===== config.mk =====
export PLATFORM = sky130hd
export DESIGN_NAME = mem1_write_controller_flat
export DESIGN_NICKNAME = d
export VERILOG_FILES = /design/src/rtl/bnn_pkg.sv /design/src/rtl/mem1_write_controller_if.sv /design/src/rtl/mem1_region_counter.sv /design/src/rtl/mem1_write_controller.sv /design/src/flat_wrapper.sv
export SDC_FILE = /design/constraint.sdc
export NUM_CORES = 1
export LEC_CHECK = 0
export CAP_MARGIN = 20
export CORE_ASPECT_RATIO = 0.5
export CORE_MARGIN = 2
export CORE_UTILIZATION = 45
export DETAILED_ROUTE_END_ITERATION = 6
export MAX_ROUTING_LAYER = met4
export PLACE_DENSITY = 0.81
export SLEW_MARGIN = 15
export SYNTH_ARGS = -nofsm -noshare
export SYNTH_HDL_FRONTEND = slang
export SYNTH_SLANG_ARGS = --single-unit

===== constraint.sdc =====
create_clock -name iCLK -period 3.35 [get_ports iCLK]
set_clock_uncertainty 0.2 [all_clocks]
set_input_delay 0.67 -clock iCLK [delete_from_list [all_inputs] [get_ports iCLK]]
set_output_delay 0.67 -clock iCLK [all_outputs]
set_load 0.05 [all_outputs]

===== src/rtl/bnn_pkg.sv =====
// Shared BNN pipeline constants: layer state encodings, MEM1 layout and
// per-layer output region decode.
package bnn_pkg;

  localparam int unsigned DATA_W = 16;
  localparam int unsigned ADDR_W = 9;
  localparam int unsigned CNT_W  = 9;

  localparam logic [ADDR_W-1:0] MEM1_OFFSET = 9'd252;

  localparam logic [2:0] IDLE_ST  = 3'd0;
  localparam logic [2:0] READ_ST  = 3'd1;
  localparam logic [2:0] CONV1_ST = 3'd2;
  localparam logic [2:0] CONV2_ST = 3'd3;
  localparam logic [2:0] CONV3_ST = 3'd4;
  localparam logic [2:0] FCL1_ST  = 3'd5;
  localparam logic [2:0] FCL2_ST  = 3'd6;

  localparam logic [CNT_W-1:0] CONV1_LEN = 9'd252;
  localparam logic [CNT_W-1:0] CONV2_LEN = 9'd48;
  localparam logic [CNT_W-1:0] CONV3_LEN = 9'd112;
  localparam logic [CNT_W-1:0] FCL1_LEN  = 9'd12;

  typedef struct packed {
    logic              writing;
    logic [ADDR_W-1:0] base;
    logic [CNT_W-1:0]  length;
  } regionT;

  // Each writing layer fills the region that the following layer reads back.
  function automatic regionT regionDecode(input logic [2:0] layerState);
    regionT r;
    r = '{writing: 1'b0, base: '0, length: '0};
    case (layerState)
      CONV1_ST: r = '{writing: 1'b1, base: '0,          length: CONV1_LEN};
      CONV2_ST: r = '{writing: 1'b1, base: MEM1_OFFSET, length: CONV2_LEN};
      CONV3_ST: r = '{writing: 1'b1, base: '0,          length: CONV3_LEN};
      FCL1_ST:  r = '{writing: 1'b1, base: MEM1_OFFSET, length: FCL1_LEN};
      default:  r = '{writing: 1'b0, base: '0,          length: '0};
    endcase
    return r;
  endfunction

endpackage


===== src/rtl/mem1_write_controller_if.sv =====
// Layer-result input stream and MEM1 write port of mem1_write_controller.
interface mem1_write_controller_if;

  logic [2:0]                  iSTATE;
  logic                        iVALID;
  logic [bnn_pkg::DATA_W-1:0]  iDATA;
  logic                        oWR_EN;
  logic [bnn_pkg::ADDR_W-1:0]  oWR_ADDR;
  logic [bnn_pkg::DATA_W-1:0]  oWR_DATA;
  logic                        oDONE;
  logic                        oOVF;

  modport master (
    output iSTATE, iVALID, iDATA,
    input  oWR_EN, oWR_ADDR, oWR_DATA, oDONE, oOVF
  );

  modport slave (
    input  iSTATE, iVALID, iDATA,
    output oWR_EN, oWR_ADDR, oWR_DATA, oDONE, oOVF
  );

endinterface


===== src/rtl/mem1_region_counter.sv =====
// Word counter for one MEM1 output region; length selects the active layer.
module mem1_region_counter
  import bnn_pkg::*;
(
  input  logic             iCLK,
  input  logic             iRST,
  input  logic             clear,
  input  logic             inc,
  input  logic [CNT_W-1:0] length,
  output logic [CNT_W-1:0] count,
  output logic             last
);

  logic [CNT_W-1:0] countQ;

  // A clear takes effect in the same cycle so a word arriving with it lands at offset 0.
  assign count = clear ? '0 : countQ;
  assign last  = (count == length - 9'd1);

  always_ff @(posedge iCLK or posedge iRST) begin
    if (iRST) begin
      countQ <= '0;
    end else begin
      countQ <= count + CNT_W'(inc);
    end
  end

endmodule


===== src/rtl/mem1_write_controller.sv =====
// Packs valid layer result words into consecutive MEM1 addresses of the
// region selected by the layer state, flagging completion and overflow.
module mem1_write_controller
  import bnn_pkg::*;
(
  input logic                    iCLK,
  input logic                    iRST,
  mem1_write_controller_if.slave bus
);

  localparam logic [1:0] FSM_IDLE  = 2'd0;
  localparam logic [1:0] FSM_WRITE = 2'd1;
  localparam logic [1:0] FSM_FULL  = 2'd2;

  logic [2:0]        stateQ;
  logic [1:0]        fsmQ, fsmD, fsmCur;
  logic              stateChange, accept, last, ovfD;
  logic [CNT_W-1:0]  count;
  regionT            region;

  logic              wrEnQ, doneQ, ovfQ;
  logic [ADDR_W-1:0] wrAddrQ;
  logic [DATA_W-1:0] wrDataQ;

  assign region      = regionDecode(bus.iSTATE);
  assign stateChange = (bus.iSTATE != stateQ);

  // A state change restarts the FSM this very cycle, so its word uses the new region.
  always_comb begin
    fsmCur = fsmQ;
    if (stateChange || fsmQ == FSM_IDLE) begin
      fsmCur = region.writing ? FSM_WRITE : FSM_IDLE;
    end
  end

  assign accept = (fsmCur == FSM_WRITE) && bus.iVALID;
  assign fsmD   = (accept && last) ? FSM_FULL : fsmCur;
  assign ovfD   = (stateChange ? 1'b0 : ovfQ) | ((fsmCur == FSM_FULL) && bus.iVALID);

  mem1_region_counter u_counter (
    .iCLK   (iCLK),
    .iRST   (iRST),
    .clear  (stateChange),
    .inc    (accept),
    .length (region.length),
    .count  (count),
    .last   (last)
  );

  always_ff @(posedge iCLK or posedge iRST) begin
    if (iRST) begin
      stateQ  <= IDLE_ST;
      fsmQ    <= FSM_IDLE;
      wrEnQ   <= 1'b0;
      doneQ   <= 1'b0;
      ovfQ    <= 1'b0;
      wrAddrQ <= '0;
      wrDataQ <= '0;
    end else begin
      stateQ <= bus.iSTATE;
      fsmQ   <= fsmD;
      wrEnQ  <= accept;
      doneQ  <= accept && last;
      ovfQ   <= ovfD;
      if (accept) begin
        wrAddrQ <= region.base + count;
        wrDataQ <= bus.iDATA;
      end
    end
  end

  assign bus.oWR_EN   = wrEnQ;
  assign bus.oWR_ADDR = wrAddrQ;
  assign bus.oWR_DATA = wrDataQ;
  assign bus.oDONE    = doneQ;
  assign bus.oOVF     = ovfQ;

endmodule


===== src/flat_wrapper.sv =====
// flat-port wrapper written by rule: the top's interface ports become plain ports
module mem1_write_controller_flat import bnn_pkg::*;
  (iCLK, iRST, bus_iSTATE, bus_iVALID, bus_iDATA, bus_oWR_EN, bus_oWR_ADDR, bus_oWR_DATA, bus_oDONE, bus_oOVF);
  mem1_write_controller_if bus_i ();
  input logic iCLK;
  input logic iRST;
  input wire logic [$bits(bus_i.iSTATE)-1:0] bus_iSTATE;
  input wire logic [$bits(bus_i.iVALID)-1:0] bus_iVALID;
  input wire logic [$bits(bus_i.iDATA)-1:0] bus_iDATA;
  output wire logic [$bits(bus_i.oWR_EN)-1:0] bus_oWR_EN;
  output wire logic [$bits(bus_i.oWR_ADDR)-1:0] bus_oWR_ADDR;
  output wire logic [$bits(bus_i.oWR_DATA)-1:0] bus_oWR_DATA;
  output wire logic [$bits(bus_i.oDONE)-1:0] bus_oDONE;
  output wire logic [$bits(bus_i.oOVF)-1:0] bus_oOVF;
  assign bus_i.iSTATE = bus_iSTATE;
  assign bus_i.iVALID = bus_iVALID;
  assign bus_i.iDATA = bus_iDATA;
  assign bus_oWR_EN = bus_i.oWR_EN;
  assign bus_oWR_ADDR = bus_i.oWR_ADDR;
  assign bus_oWR_DATA = bus_i.oWR_DATA;
  assign bus_oDONE = bus_i.oDONE;
  assign bus_oOVF = bus_i.oOVF;
  mem1_write_controller u_core (.iCLK(iCLK), .iRST(iRST), .bus(bus_i));
endmodule

==> results of run 1 <==
-- cells in the final DEF (no fill, tap or decap), drive strengths merged, types with 2 or more instances in the layout --
cell type and count:
o2111ai 2, xor2 8, buf 22, o21ai 4, nor2 14, mux2 24, inv 10, a31oi 3
nor2b 2, a21oi 5, nand4 3, and2 7, nand2b 4, clkbuf 6, nor3 6, a211oi 2
dfrtp 42, ha 10, xnor2 14, nand2 5, clkdlybuf4s50 49, nand3 7
-- how the worst min path moves through the flow --
stage	cells past startpoint	to	slack (ns)
after floorplan	2	u_core.u_counter.countQ[5]	0.33
after CTS	1	u_core.bus.oWR_DATA[7]	0.30
final	1	u_core.bus.oWR_DATA[7]	0.30
after global placement	1	u_core.bus.oWR_DATA[7]	0.27
after detailed placement	1	u_core.bus.oWR_DATA[7]	0.29
after global routing	1	u_core.bus.oWR_DATA[12]	0.33
-- where the power goes --
group	internal [mW]	switching [mW]	total (mW)
clock network	0.166	0.178	0.344
registers	0.569	0.0327	0.602
logic	0.209	0.328	0.537
-- worst reg2reg max path, stage by stage (launching register included) --
cell,delay [ns]
dfrtp_1,0.43
xor2_1,0.21
nor3_2,0.35
and2_1,0.25
ha_1,0.26
or4b_2,0.67
o2111ai_1,0.11
mux2_2,0.18
-- synth_stat cells (2+ instances only) --
| cell type | count | area, sq um |
|---|---|---|
| dfrtp_1 | 42 | 1051 |
| mux2_2 | 23 | 259.0 |
| nor2_1 | 14 | 52.55 |
| xnor2_1 | 14 | 122.6 |
| ha_1 | 10 | 125.1 |
| inv_1 | 10 | 37.54 |
| xor2_1 | 8 | 70.07 |
| and2_1 | 7 | 43.79 |
| nand3_1 | 6 | 30.03 |
| a21oi_1 | 5 | 25.02 |
| nand2_1 | 5 | 18.77 |
| nor3_1 | 5 | 25.02 |
| nand2b_1 | 4 | 25.02 |
| a31oi_1 | 3 | 18.77 |
| buf_6 | 3 | 33.78 |
| nand4_1 | 3 | 18.77 |
| o21ai_0 | 3 | 15.01 |
| a211oi_1 | 2 | 15.01 |
| nor2b_1 | 2 | 12.51 |
| o2111ai_1 | 2 | 17.52 |
-- final cells by class --
class,instances,area [sq um],area share
sequential,42,1051,0.3467
multi-input combinational,136,1105,0.3644
timing repair buffer,71,655.6,0.2163
tap,70,87.58,0.02889
clock inverter,2,12.51,0.004127
clock buffer,6,82.58,0.02724
inverter,10,37.54,0.01238
-- metal layers --
| metal | vias to the layer above | part of all wire | GRT usage |
|---|---|---|---|
| li1 | 825 | - | - |
| met1 | 860 | 0.45 | 0.2371 |
| met2 | 44 | 0.49 | 0.3465 |
| met3 | 9 | 0.041 | 0.04722 |
| met4 | 0 | 0.017 | 0.06532 |
| met5 | - | 0 | - |
-- registers in the layout (all words and copies together) (netlist names) --
| name | cells |
|---|---|
| u_core.bus.oWR_DATA | 16 |
| u_core.bus.oWR_ADDR | 9 |
| u_core.u_counter.countQ | 9 |
| u_core.stateQ | 3 |
| u_core.fsmQ | 2 |
| u_core.bus.oDONE | 1 |
| u_core.bus.oOVF | 1 |
| u_core.bus.oWR_EN | 1 |
-- cell families after synthesis --
group	synth area share
mux	0.1205
simple gates	0.1355
xor+xnor	0.08589
compound gates	0.08590
buf+inv	0.03904
flops	0.4685
fa+ha+maj	0.06470
==> results_dict.tcl, run 1 <==
set metrics [dict create \
    status "completed" \
    slowest_delay_ns 0.58 \
    slew_violations 0 \
    hold_buffers 0 \
    die_h_microns 53.93 \
    path_buf_inv 1 \
    grt_pass1_vias 1825 \
    cts_setup_buffers 0 \
    areaGrowthSynthToFinish_pct 35.14 \
    cts.repair.resized 0 \
    timing.rr.start "u_core.stateQ[2]" \
    worst_slack_ns 0.1283 \
    tns_ns 0 \
    clk_path_buf_depth 2 \
    maxSlewHeadroom 0.6572 \
    worstHoldStart "u_core.bus.oWR_DATA[7]" \
    std_cell_rows 18 \
    synthesis.nets 227 \
    avgSynthCellArea_sq_um 11.56 \
    antenna_cells 0 \
    antenna_left 0 \
    synth_edf_count 0 \
    nets 299 \
    crit_end "u_core.bus.oWR_ADDR[8]" \
    grtUsageTotal 0.1990 \
    finalWirelength_microns 5023 \
    dpl.hpwl_microns 3795 \
    cp-start-kind "primary input" \
    synthFlopType "dfrtp_1" \
    drv_cap 0 \
    arrival_ns 3.21 \
    dp_worst_setup_slack_ns -0.1996 \
    finalHoldViolCount 0 \
    fin_cells 337 \
    yosysSeqAreaShare 0.4685 \
    grt_pass1_wl_microns 8397 \
    power_density_nw_per_um2 489.0 \
    yosysWarnings 0 \
    cts_root_buf "clkbuf_8" \
    place_inst 329 \
    wl_per_cell_microns 14.91 \
    grt_setup_unrepaired "no" \
    htree_levels 2 \
    syn_inst 194 \
    drt_pass1_iterations 4 \
    worstMarginPinSlew_ns 0.5126 \
    synth.distinct_cells 43 \
    synth.ff_latch_count 42 \
    clock_sinks 42 \
    layout.filler_cells 407 \
    slowest_stage "clkdlybuf4s50_1" \
    drive_above_1_share 0.2172 \
    p_leak_nw 1.314 \
    cpMostUsedCell "xor2_1" \
    cts_tree "built" \
    port_buffers 49 \
    min_period_ns 3.222 \
    viasPerCell 5.157 \
    path_cells "clkdlybuf4s50_1 -> xor2_1 -> nor3_2 -> and2_1 -> fa_1 -> a211oi_1 -> o21bai_1 -> a21oi_1 -> xor2_1 -> mux2_2" \
    vias 1738 \
    critPathMaxFanout 5 \
    regToRegEndpoint "u_core.bus.oWR_ADDR[7]" \
    finalSetupViolations 0 \
    required_ns 3.34 \
    netlist_area_sq_um 2243 \
    critical_path.startpoint "bus_iSTATE[2]" \
    ff2ff_path_depth 7 \
    die_w_microns 103.9 \
    clk_pin_slew_ns 0.08 \
    start_util 0.4612 \
    cts_inserted_buffers 5 \
    io_pins 50 \
    core_sq_um 4865 \
    placed_area_sq_um 2937 \
    antenna_found_initial 0 \
    fin_hold_ws_ns 0.3040 \
    rrSetupSlack_ns 0.64 \
    critPathTopFamily "buffers and inverters" \
    clock_latency_ns 0.29 \
    end_kind "flip-flop" \
    synthArstFlopShare 1.000 \
    critPathKind "primary input to flip-flop" \
    final_util 0.6232 \
    ir_drop_mv 0.2841 \
    hold_class "flip-flop to flip-flop" \
    drt_iter0_markers 44 \
    power.total_mw 1.483 \
    fmax_mhz 310.4 \
    grt_max_degree 36 \
    place.gp.congestion 0.8718 \
    cp.depth 10 \
    fin_crit_sh 0.9617 \
    overflow 0 \
    final_area_sq_um 3032 \
    die_area_sq_um 5600 \
    drc_errors 0 \
]
No activity file was read; power rests on OpenSTA's default activity.
==> inputs of run 2 (changes only) <==
--- a/config.mk
+++ b/config.mk
@@ -6,12 +6,13 @@
 export NUM_CORES = 1
 export LEC_CHECK = 0
 export CAP_MARGIN = 20
-export CORE_ASPECT_RATIO = 0.5
 export CORE_MARGIN = 2
 export CORE_UTILIZATION = 45
 export DETAILED_ROUTE_END_ITERATION = 6
 export MAX_ROUTING_LAYER = met4
 export PLACE_DENSITY = 0.81
+export SETUP_SLACK_MARGIN = 0.3
+export SKIP_CTS_REPAIR_TIMING = 1
 export SLEW_MARGIN = 15
 export SYNTH_ARGS = -nofsm -noshare
 export SYNTH_HDL_FRONTEND = slang
==> run 2 against run 1 <==
Final cell count is 1.2% higher. Hold slack got worse by 0.011 ns. Flip-flop and latch count did not move. Critical path depth increased by 3. Count of clock-buffer cells in the layout is 1 lower. Routed wire length shrank 8.1%. Critical endpoint is now u_core.bus.oWR_ADDR[6]. Largest cell class unchanged.
==> results_dict.tcl, run 2 (same netlist as run 1, synthesis figures left out) <==
set metrics [dict create \
    cts_inserted_buffers 5 \
    grt_max_degree 43 \
    htree_levels 2 \
    dpl.hpwl_microns 3517 \
    core_sq_um 4755 \
    slowest_stage "fa_2" \
    required_ns 3.33 \
    cts_root_buf "clkbuf_8" \
    grt_setup_unrepaired "no" \
    slowest_delay_ns 0.37 \
    clock_sinks 42 \
    cp-start-kind "primary input" \
    start_util 0.4718 \
    met1_length_microns 1978 \
    worstMarginPinSlew_ns 0.5148 \
    hold_depth 1 \
    p_leak_nw 1.398 \
    finalHoldViolCount 0 \
    cp.depth 13 \
    place.gp.congestion 0.9149 \
    grt_pass1_vias 1622 \
    ff2ff_path_depth 9 \
    drt_iter0_markers 71 \
    fin_crit_sh 0.8404 \
    largest_reg_flops 16 \
    antenna_cells 0 \
    io_pins 50 \
    clk_path_buf_depth 2 \
    min_period_ns 2.815 \
    overflow 0 \
    drc_errors 0 \
    drv_cap 0 \
    arrival_ns 2.80 \
    topRoutingLayerUsed "met4" \
    critPathKind "primary input to flip-flop" \
    final_cell_mix "clkdlybuf4s50_1, dfrtp_1, buf_4, mux2_2, nor2_1" \
    areaGrowthSynthToFinish_pct 39.21 \
    cts_tree "built" \
    std_cell_rows 25 \
    tns_ns 0 \
    dr_wl_met3_microns 212 \
    die_w_microns 74.61 \
    finalWirelength_microns 4615 \
    port_buffers 49 \
    critPathTopFamily "buffers and inverters" \
    final_area_sq_um 3123 \
    wl_per_cell_microns 13.53 \
    path_cells "dlymetal6s2s_1 -> buf_4 -> xnor2_2 -> nand4_1 -> inv_1 -> ha_1 -> fa_2 -> buf_4 -> a21oi_1 -> nor2_1 -> nor2_1 -> xnor2_1 -> mux2_2" \
    hold_class "flip-flop to flip-flop" \
    path_buf_inv 4 \
    viasPerCell 4.985 \
    power_density_nw_per_um2 469.3 \
    power.total_mw 1.466 \
    vias 1700 \
    die_h_microns 74.61 \
    fmax_mhz 355.2 \
    end_kind "flip-flop" \
    status "completed" \
    clk_pin_slew_ns 0.08 \
    antenna_found_initial 0 \
    critPathMaxFanout 6 \
    die_area_sq_um 5566 \
    ir_drop_mv 0.3583 \
    finalSetupViolations 0 \
    met2_length_microns 2395 \
    drive_above_1_share 0.2628 \
    drt_pass1_iterations 4 \
    grt_pass1_wl_microns 7507 \
    slew_violations 0 \
    maxSlewHeadroom 0.6557 \
    clock_latency_ns 0.29 \
    final_common_cell "clkdlybuf4s50_1" \
    final_util 0.6568 \
    fin_hold_ws_ns 0.2934 \
    antenna_left 0 \
    grtUsageTotal 0.1849 \
    placed_area_sq_um 3004 \
    nets 306 \
]
run 2: cell count changes in the layout (fill, tap and decap cells not counted), sizes merged:
cell and delta:
buf +7, clkbuf -1, clkdlybuf4s50 -3, clkinv +1
clkinvlp -1, dlymetal6s2s +3, inv +1
run 2: power breakdown:
| part | switching (mW) | internal [mW] |
|---|---|---|
| clock | 0.176 | 0.147 |
| sequential | 0.0299 | 0.569 |
| combinational | 0.326 | 0.218 |
| total | 0.533 | 0.933 |
run 2: cell type report:
type / count / area, sq um
inverter: 10 / 37.54
clock buffer: 5 / 68.82
sequential: 42 / 1051
timing repair buffer: 78 / 719.4
tap: 67 / 83.83
fill: 386 / 1632
multi-input combinational: 136 / 1144
clock inverter: 3 / 18.77
run 2: worst paths after layout:
path,startpoint,end,slack [ns]
worst min register to register,u_core.bus.oWR_DATA[7],u_core.bus.oWR_DATA[7],0.29
min in group asynchronous,iRST,u_core.bus.oWR_DATA[10],0.60
worst max register to register,u_core.stateQ[2],u_core.bus.oWR_ADDR[7],0.74
worst min-delay path,u_core.bus.oWR_DATA[7],u_core.bus.oWR_DATA[7],0.29
worst max-delay path,bus_iSTATE[2],u_core.bus.oWR_ADDR[6],0.53
max in group asynchronous,iRST,u_core.bus.oWR_ADDR[8],1.99
run 2: per-stage QoR:
step	cells	setup WS (ns)
floorplan	194	0.2618
global placement	332	-0.06937
detailed placement	332	-0.1418
CTS	340	0.1707
global route	341	0.4073
finish	341	0.5347
run 2: worst register-to-register path, delay by kind of cell, from the launching register on:
family / cells / cell delay [ns]
XOR/XNOR: 1 / 0.19
multiplexers: 1 / 0.17
AO/OA/AOI/OAI: 3 / 0.26
flip-flops: 1 / 0.42
AND/OR/NAND/NOR: 3 / 1.15
adder cells (fa/ha/maj): 1 / 0.17
run 2: routing by layer:
layer | GRT usage | vias up
met5 | - | -
met4 | 0.05556 | 0
met3 | 0.03930 | 4
met2 | 0.2989 | 40
met1 | 0.2342 | 817
li1 | - | 839
==> inputs of run 3 (changes only) <==
--- a/config.mk
+++ b/config.mk
@@ -10,7 +10,7 @@
 export CORE_UTILIZATION = 45
 export DETAILED_ROUTE_END_ITERATION = 6
 export MAX_ROUTING_LAYER = met4
-export PLACE_DENSITY = 0.81
+export PLACE_DENSITY = 0.83
 export SETUP_SLACK_MARGIN = 0.3
 export SKIP_CTS_REPAIR_TIMING = 1
 export SLEW_MARGIN = 15
==> constraint.sdc (replaced) <==
create_clock -name iCLK -period 2.3 [get_ports iCLK]
set_clock_uncertainty 0.2 [all_clocks]
set_input_delay 0.46 -clock iCLK [delete_from_list [all_inputs] [get_ports iCLK]]
set_output_delay 0.46 -clock iCLK [all_outputs]
set_load 0.05 [all_outputs]
==> run 3 against run 2 <==
The run now ends with setup timing left. Count of clock-buffer cells in the layout rose by 1. Hold slack worse by 0.22 ns. Clock power is 90% higher. Critical path depth down 1. Combinational power increased by 88%. Sequential share of layout area fell by 7.5 points. Setup slack worse by 0.90 ns. Global-route usage rose by 3.7 points. First-iteration DRC count is 130% higher. Routed wire length is 71% higher. Die area unchanged. Final cell count rose by 9.1%. Critical path type is now flip-flop to flip-flop. Largest cell class unchanged.
==> results_dict.tcl, run 3 (same netlist as run 1, synthesis figures left out) <==
set metrics [dict create \
    maxSlewHeadroom 0.6457 \
    dp_worst_setup_slack_ns -0.8482 \
    finalWirelength_microns 7885 \
    final_cell_mix "buf_4, dfrtp_1, dlymetal6s2s_1, mux2_4, clkdlybuf4s50_1" \
    fmax_mhz 375.4 \
    nets 337 \
    largest_reg_flops 16 \
    dpl.hpwl_microns 4105 \
    critical_path.startpoint "u_core.stateQ[0]" \
    grt_pass1_vias 1834 \
    p_leak_nw 2.064 \
    grt_max_degree 40 \
    antenna_found_initial 0 \
    drt_iter0_markers 160 \
    end_kind "flip-flop" \
    required_ns 2.30 \
    worstHoldStart "bus_iSTATE[0]" \
    status "complete, but fails checks" \
    fin_cells 372 \
    cts_tree "built" \
    fin_hold_ws_ns 0.07452 \
    grt-busiest-layer "met2" \
    critPathMaxFanout 4 \
    violations "setup timing" \
    clock_latency_ns 0.31 \
    drv_cap 0 \
    clk_path_buf_depth 2 \
    antenna_cells 0 \
    die_w_microns 74.61 \
    vias 2064 \
    placed_area_sq_um 3357 \
    port_buffers 49 \
    slew_violations 0 \
    ff2ff_path_depth 12 \
    core_sq_um 4755 \
    wl_per_cell_microns 21.20 \
    cp-start-kind "flip-flop" \
    worst_slack_ns -0.3636 \
    timing.rr.start "u_core.stateQ[0]" \
    critPathKind "flip-flop to flip-flop" \
    die_h_microns 74.61 \
    use_met3 0.04607 \
    fin_crit_sh 1.158 \
    met2_usage 0.3727 \
    drive_above_1_share 0.4787 \
    cts_inserted_buffers 5 \
    overflow 0 \
    clock_sinks 42 \
    power_density_nw_per_um2 626.2 \
    die_area_sq_um 5566 \
    hold_class "primary input to flip-flop" \
    ir_drop_mv 0.5119 \
    clk_pin_slew_ns 0.09 \
    place_inst 347 \
    htree_levels 2 \
    grt_setup_unrepaired "yes" \
    std_cell_rows 25 \
    finalSetupViolations 33 \
    min_period_ns 2.664 \
    drc_errors 0 \
    antenna_left 0 \
    hold_depth 1 \
    cts_root_buf "clkbuf_8" \
    drt_pass1_iterations 4 \
    areaGrowthSynthToFinish_pct 79.87 \
    rrSetupSlack_ns -0.36 \
    arrival_ns 2.66 \
    tns_ns -4.509 \
    final_area_sq_um 4035 \
    place.gp.congestion 0.8421 \
    layout.filler_cells 232 \
    io_pins 50 \
    viasPerCell 5.548 \
    start_util 0.4718 \
    finalHoldViolCount 0 \
    grtUsageTotal 0.2218 \
    use_met1 0.2704 \
    grt_pass1_wl_microns 8983 \
    worstMarginPinSlew_ns 0.5306 \
]
## run 3: area by class of cell
type / instances / area [sq um] / share of cell area
Multi-Input combinational cell: 136 / 1579 / 0.3913
Timing Repair Buffer: 109 / 1171 / 0.2902
Sequential cell: 42 / 1054 / 0.2611
Tap cell: 67 / 83.83 / 0.02078
Clock buffer: 6 / 72.57 / 0.01798
Clock inverter: 2 / 37.54 / 0.009302
Inverter: 10 / 37.54 / 0.009302
## run 3: layer usage
layer  part of all wire  up-vias  routed length (microns)
li1                   -      901                        -
met1               0.36     1036                     2855
met2               0.53       95                     4196
met3              0.061       32                      483
met4              0.044        0                      350
met5                  0        -                        0
## run 3: final timing paths
path / to
worst max-delay path: u_core.bus.oWR_ADDR[6]
worst min-delay path: u_core.stateQ[0]
worst max register to register: u_core.bus.oWR_ADDR[6]
worst min register to register: u_core.bus.oWR_DATA[6]
max in group asynchronous: u_core.stateQ[2]
min in group asynchronous: u_core.bus.oWR_DATA[9]
## run 3: critical path, cell delays in order (launching register included)
cell and delay (ns):
dfrtp_1 0.43, buf_6 0.14, xnor2_4 0.14, nand4_1 0.15, inv_2 0.07, ha_4 0.17
fa_2 0.36, buf_4 0.16, a21oi_2 0.11, nor2_1 0.05, nor2_1 0.15, xnor2_1 0.14
mux2_2 0.30
## run 3: power breakdown
part           internal (mW)  switching [mW]
clock                  0.325           0.290
sequential             0.829          0.0634
combinational          0.455           0.565
## run 3: stage by stage
stage	power [mW]	util
6_report	2.527	0.8487
5_1_grt	2.608	0.8487
4_1_cts	2.362	0.7292
3_5_place_dp	1.775	0.7061
3_3_place_gp	1.754	0.7061
2_1_floorplan	1.459	-
